[config.mk]
export PLATFORM = sky130hd
export DESIGN_NAME = tile_fetcher_flat
export DESIGN_NICKNAME = d
export VERILOG_FILES = /design/src/rtl/tile_fetcher_if.sv /design/src/rtl/tile_fetcher.sv /design/src/flat_wrapper.sv
export SDC_FILE = /design/constraint.sdc
export NUM_CORES = 1
export LEC_CHECK = 0
export BUFFER_PORTS_ARGS = -buffer_cell sky130_fd_sc_hd__buf_4
export CAP_MARGIN = 20
export CORE_UTILIZATION = 55
export DETAILED_ROUTE_END_ITERATION = 16
export PLACE_DENSITY = 0.82
export SYNTH_ARGS = -nofsm -noshare
export SYNTH_HDL_FRONTEND = slang
export SYNTH_SLANG_ARGS = --single-unit
export TNS_END_PERCENT = 30
[constraint.sdc]
create_clock -name clk -period 6.2 [get_ports clk]
set_input_delay 0.31 -clock clk [delete_from_list [all_inputs] [get_ports clk]]
set_output_delay 0.31 -clock clk [all_outputs]
set_load 0.02 [all_outputs]
[src/rtl/tile_fetcher_if.sv]
// Memory-side bus of the tile fetcher: tile-map and pattern read ports.
// Both memories return data one cycle after their read enable is sampled.
interface tile_fetcher_if;
  logic        tm_ren;
  logic [11:0] tm_raddr;
  logic [5:0]  tm_rdata;
  logic        pat_ren;
  logic [11:0] pat_raddr;
  logic [3:0]  pat_rdata;

  modport master (
    output tm_ren, tm_raddr, pat_ren, pat_raddr,
    input  tm_rdata, pat_rdata
  );

  modport slave (
    input  tm_ren, tm_raddr, pat_ren, pat_raddr,
    output tm_rdata, pat_rdata
  );
endinterface

[src/rtl/tile_fetcher.sv]
// Tile-based background renderer: 5-stage fixed-latency pipeline from screen
// coordinates (with wrapping fine scroll) through tile map and pattern memory.
module tile_fetcher (
  input  logic                  clk,
  input  logic                  resetn,
  input  logic [9:0]            pix_x,
  input  logic [9:0]            pix_y,
  input  logic                  pix_in_valid,
  input  logic                  frame_start,
  input  logic                  scroll_wr,
  input  logic [5:0]            scroll_wdata,
  tile_fetcher_if.master        mem,
  output logic [3:0]            pix_color,
  output logic                  pix_valid
);

  typedef struct packed {
    logic [2:0] row;
    logic [2:0] col;
    logic       inr;
    logic       vld;
  } side_t;

  logic [5:0]  scroll_pend;
  logic [5:0]  scroll_act;
  logic [5:0]  scroll_use;
  logic [10:0] ex_raw;
  logic [10:0] ey_raw;
  logic [10:0] ex;
  logic [10:0] ey;
  logic        in_range;
  logic [11:0] tile_addr;
  side_t       s1, s2, s3, s4;

  // A write arriving together with frame_start takes effect for this frame.
  always_comb begin
    scroll_use = scroll_act;
    if (frame_start) scroll_use = scroll_wr ? scroll_wdata : scroll_pend;
  end

  always_comb begin
    ex_raw    = {1'b0, pix_x} + 11'(scroll_use[2:0]);
    ey_raw    = {1'b0, pix_y} + 11'(scroll_use[5:3]);
    ex        = (ex_raw >= 11'd640) ? ex_raw - 11'd640 : ex_raw;
    ey        = (ey_raw >= 11'd400) ? ey_raw - 11'd400 : ey_raw;
    in_range  = pix_in_valid && (pix_x < 10'd640) && (pix_y < 10'd400);
    tile_addr = 12'(ey >> 3) * 12'd80 + 12'(ex >> 3);
  end

  // NOTE: all state below uses non-blocking assignments so every stage reads
  // the previous cycle's value of the stage before it.
  always_ff @(posedge clk or negedge resetn) begin
    if (!resetn) begin
      scroll_pend <= '0;
      scroll_act  <= '0;
    end else begin
      if (scroll_wr)   scroll_pend <= scroll_wdata;
      if (frame_start) scroll_act  <= scroll_use;
    end
  end

  // NOTE: every pipeline register is reset, side-band included, so in-flight
  // pixels are discarded and no stale pix_valid can escape after release.
  always_ff @(posedge clk or negedge resetn) begin
    if (!resetn) begin
      s1            <= '0;
      s2            <= '0;
      s3            <= '0;
      s4            <= '0;
      mem.tm_ren    <= 1'b0;
      mem.tm_raddr  <= '0;
      mem.pat_ren   <= 1'b0;
      mem.pat_raddr <= '0;
      pix_valid     <= 1'b0;
      pix_color     <= '0;
    end else begin
      s1         <= '{row: ey[2:0], col: ex[2:0], inr: in_range, vld: pix_in_valid};
      mem.tm_ren <= in_range;
      if (in_range) mem.tm_raddr <= tile_addr;

      s2 <= s1;

      mem.pat_ren <= s2.inr;
      if (s2.inr) mem.pat_raddr <= {mem.tm_rdata, s2.row, s2.col};
      s3 <= s2;

      s4 <= s3;

      pix_valid <= s4.vld;
      pix_color <= s4.inr ? mem.pat_rdata : 4'd0;
    end
  end

endmodule

[src/flat_wrapper.sv]
// flat-port wrapper written by rule: the top's interface ports become plain ports
module tile_fetcher_flat 
  (clk, resetn, pix_x, pix_y, pix_in_valid, frame_start, scroll_wr, scroll_wdata, pix_color, pix_valid, mem_tm_ren, mem_tm_raddr, mem_pat_ren, mem_pat_raddr, mem_tm_rdata, mem_pat_rdata);
  tile_fetcher_if mem_i ();
  input  logic clk;
  input  logic resetn;
  input  logic [9:0] pix_x;
  input  logic [9:0] pix_y;
  input  logic pix_in_valid;
  input  logic frame_start;
  input  logic scroll_wr;
  input  logic [5:0] scroll_wdata;
  output logic [3:0] pix_color;
  output logic pix_valid;
  output wire logic [$bits(mem_i.tm_ren)-1:0] mem_tm_ren;
  output wire logic [$bits(mem_i.tm_raddr)-1:0] mem_tm_raddr;
  output wire logic [$bits(mem_i.pat_ren)-1:0] mem_pat_ren;
  output wire logic [$bits(mem_i.pat_raddr)-1:0] mem_pat_raddr;
  input wire logic [$bits(mem_i.tm_rdata)-1:0] mem_tm_rdata;
  input wire logic [$bits(mem_i.pat_rdata)-1:0] mem_pat_rdata;
  assign mem_tm_ren = mem_i.tm_ren;
  assign mem_tm_raddr = mem_i.tm_raddr;
  assign mem_pat_ren = mem_i.pat_ren;
  assign mem_pat_raddr = mem_i.pat_raddr;
  assign mem_i.tm_rdata = mem_tm_rdata;
  assign mem_i.pat_rdata = mem_pat_rdata;
  tile_fetcher u_core (.clk(clk), .resetn(resetn), .pix_x(pix_x), .pix_y(pix_y), .pix_in_valid(pix_in_valid), .frame_start(frame_start), .scroll_wr(scroll_wr), .scroll_wdata(scroll_wdata), .mem(mem_i), .pix_color(pix_color), .pix_valid(pix_valid));
endmodule
==> results.yml <==
worst_setup_path:
  arrival_ps: 5630
  path_common_cell: "ha_1"
  path_cells: "mux2_2, mux2_2, ha_1, fa_1, a2111oi_2, o311ai_1, o311a_1, o31ai_4, mux2i_1, xor2_1, ha_1, ha_1, inv_1, fa_1, nor2_1, nor4b_1, xnor3_1, a2111o_1, o211ai_1"
  startpoint: "u_core.scroll_pend[3]$_DFF_PN0_"
  r2r_end: "u_core.mem.tm_raddr[11]$_DFFE_PN0P_"
  crit_type: "reg2reg"
  cp_slowest_cell: "fa_1"
  worstSetupEndpoint: "u_core.mem.tm_raddr[11]$_DFFE_PN0P_"
  cp.required_ps: 6460
  r2r-start: "u_core.scroll_pend[3]$_DFF_PN0_"
  path_max_fanout: 5
  start_kind: "flop"
  reg2reg_slack_ps: 820
  end_kind: "flop"
  rr_worst_depth: 19
  max_stage_delay_ps: 480
power_and_ir_drop:
  peakVddDrop_uv: 254
  powerDensity_mw_per_mm2: 328
  p_leak_nw: 2.04
  switching_power_mw: 0.490
  p_seq_share_pct: 37.5
  power_frac_clock_pct: 24.1
  p_comb_share_pct: 38.4
  p_sw_share_pct: 34.8
  p_int_mw: 0.921
cells_and_area:
  ff_latch_area_sq_mm: 0.00153
  fill_cells: 452
  drive_gt1_share_pct: 34.0
  antenna_cells: 0
  multi_input_area_sq_mm: 0.00188
  synthToLayoutAreaGrowth_pct: 22.4
  layout.nets: 448
synthesis:
  ys_top_cells_by_area: "dfrtp_1, mux2_2, ha_1, xor2_1, o21ai_0"
  syn-num-nets: 374
  syn_avg_cell_area_sq_um: 11.4
  yosys.area.top_type_share_pct: 43.4
  syn_area_sq_mm: 0.00351
  ys.flop_type: "dfrtp_1"
  synth_edf_count: 0
  yosysUniqueCellTypes: 59
  ys_ff_latch: 61
  netlist_instances: 309
  yosysWarnings: 0
  ys_seq_area_share_pct: 43.4
  synth_commonest_cells: "dfrtp_1, mux2_2, nand2_1"
  yosysMostFrequentCell: "dfrtp_1"
  yosys.area.top_type: "dfrtp_1"
  synthArstFlopShare_pct: 100
sta:
  fin_crit_sh_pct: 86.7
  setup_violations: 0
  tightest_slew_ps: 743
  drv_slew: 0
  skew_ps: 8.67
  finalSetupTns_ps: 0
  hold_violations: 0
  slew_headroom_pct: 50.5
  post-route-min-period_ps: 5380
  worst_hold_slack_ps: 36.0
  grt_setup_unrepaired: "no"
  max_freq_mhz: 186
clock_tree:
  postCtsHoldBufs: 0
  clk_latency_ps: 340
  cts_sinks: 61
  cts_made_buffers: 9
  cts_tree: "yes"
  clk_pin_slew_worst_paths_ps: 70
  cts-htree-levels: 3
  clockBufferDepth: 2
  clock-root-buffer: "clkbuf_8"
  ctsResizeCount: 0
  cts_setup_buffers: 0
grt:
  grt_pass1_vias: 2608
  grt_pass1_wl_mm: 12.2
  globalRouteOverflowTotal: 0
  grt_max_degree: 62
  grtUsageTotal_pct: 24.7
  antenna_found_initial: 0
status:
  status: "finished clean"
flow_run:
  drv_cap: 0
routing:
  drcViolationCount: 0
  post_drt_via_cell_ratio: 5.59
  wl_per_cell_microns: 15.6
  wl_mm: 7.22
  drtPass1Iterations: 4
  vias: 2587
  dr.first_iter.drc_count: 138
  postRouteAntennaNets: 0
min_path:
  hold_class: "in2async"
die:
  die_w_microns: 81.9
  fp.dieArea_sq_mm: 0.00671
  initial_core_util_pct: 58.3
  fp-row-count: 28
  coreArea_sq_mm: 0.00603
  die_h_microns: 81.9
  io_pins: 72
placed_design:
  numPortBuffers: 71
  gp_congestion: 0.862
  place_hpwl_mm: 5.46
## state kept, by name, summed over array words and instances, names as in the netlist, 2 cells and up
name,flops
u_core.s4,2
u_core.s2,8
u_core.s1,7
u_core.mem.tm_raddr,12
u_core.pix_color,4
u_core.scroll_act,6
u_core.scroll_pend,6
u_core.mem.pat_raddr,12
## cell usage in the layout, fill, tap and decap left out, types with 2 or more instances in the layout
master	count
mux2_2	27
a21o_1	7
o21ai_1	2
and3_1	2
o2111ai_1	2
nand2_1	22
mux2i_1	6
a21oi_1	16
ha_1	20
dfrtp_1	61
o311a_1	2
nor3_1	5
a2111o_1	2
or2_2	2
nor4b_1	2
fa_1	4
o31ai_1	4
o21a_1	2
clkbuf_8	9
nand4_1	2
nor2b_1	2
clkinvlp_4	2
a211oi_2	2
clkinv_2	2
o21ai_0	18
nand3_1	4
o31ai_4	2
a31oi_1	2
inv_1	18
nor2_1	7
nand2b_1	4
buf_4	72
and2_1	6
xor2_1	12
xnor2_1	9
## stage by stage
step | std cells | worst slack (ps) | area (sq um) | utilization, % | total power, mW
floorplan | 309 | 890 | 3510 | - | 0.884
global placement | 447 | 824 | 4110 | 68.2 | 1.06
detailed placement | 447 | 606 | 4110 | 68.2 | 1.08
CTS | 463 | 822 | 4300 | 71.4 | 1.42
global route | 463 | 446 | 4300 | 71.4 | 1.51
finish | 463 | 824 | 4300 | 71.4 | 1.41
## power by group through the flow
stage | logic (mW) | clock network (mW) | registers (mW)
CTS | 0.546 | 0.346 | 0.530
detailed placement | 0.541 | 0 | 0.537
finish | 0.542 | 0.340 | 0.529
global route | 0.596 | 0.368 | 0.541
global placement | 0.525 | 0 | 0.532
floorplan | 0.284 | 0 | 0.601
## worst max-delay path, delay by kind of cell (launching register included)
family	cells	cell delay [ps]
buffers and inverters	1	70
adders and majority gates	5	1690
DFF	1	360
muxes	3	800
AOI/OAI and AO/OA	6	1410
and+or+nand+nor	2	430
xor gates and xnor gates	2	520
## how the worst min path moves through the flow
stage | startpoint | end | slack, ps | cells past startpoint
2_1_floorplan | resetn | u_core.mem.pat_raddr[0]$_DFFE_PN0P_ | 10 | 0
3_3_place_gp | u_core.s1[2]$_DFF_PN0_ | u_core.s2[2]$_DFF_PN0_ | 330 | 0
3_5_place_dp | u_core.s1[3]$_DFF_PN0_ | u_core.s2[3]$_DFF_PN0_ | 330 | 0
4_1_cts | resetn | u_core.mem.pat_raddr[6]$_DFFE_PN0P_ | 60 | 1
5_1_grt | resetn | u_core.mem.pat_raddr[6]$_DFFE_PN0P_ | 90 | 1
6_report | resetn | u_core.mem.pat_raddr[4]$_DFFE_PN0P_ | 40 | 1
## cells by family (layout without fill, tap and decap cells)
family          after synthesis  in the layout  synth area share (%)
simple gates                 70             70                  12.1
flops                        61             61                  43.4
compound gates               70             70                  14.7
buf+inv                      27            106                  2.99
xor+xnor                     23             23                  6.66
fa+ha+maj                    24             24                  9.40
mux                          34             34                  10.8
## final cells by class
cell class | instances | area share, %
tap | 75 | 2.18
multi-input combinational | 221 | 43.8
timing repair buffer | 72 | 12.6
sequential | 61 | 35.5
clock buffer | 10 | 2.97
clock inverter | 6 | 1.48
inverter | 18 | 1.57
## routing by layer
layer	track usage (%)	wire, microns	up-vias
met1	29.7	3090	1231
met4	9.65	114	0
met5	0	0	-
met3	7.11	448	11
li1	-	-	1264
met2	41.4	3570	81
Power figures use the tool's default switching activity.
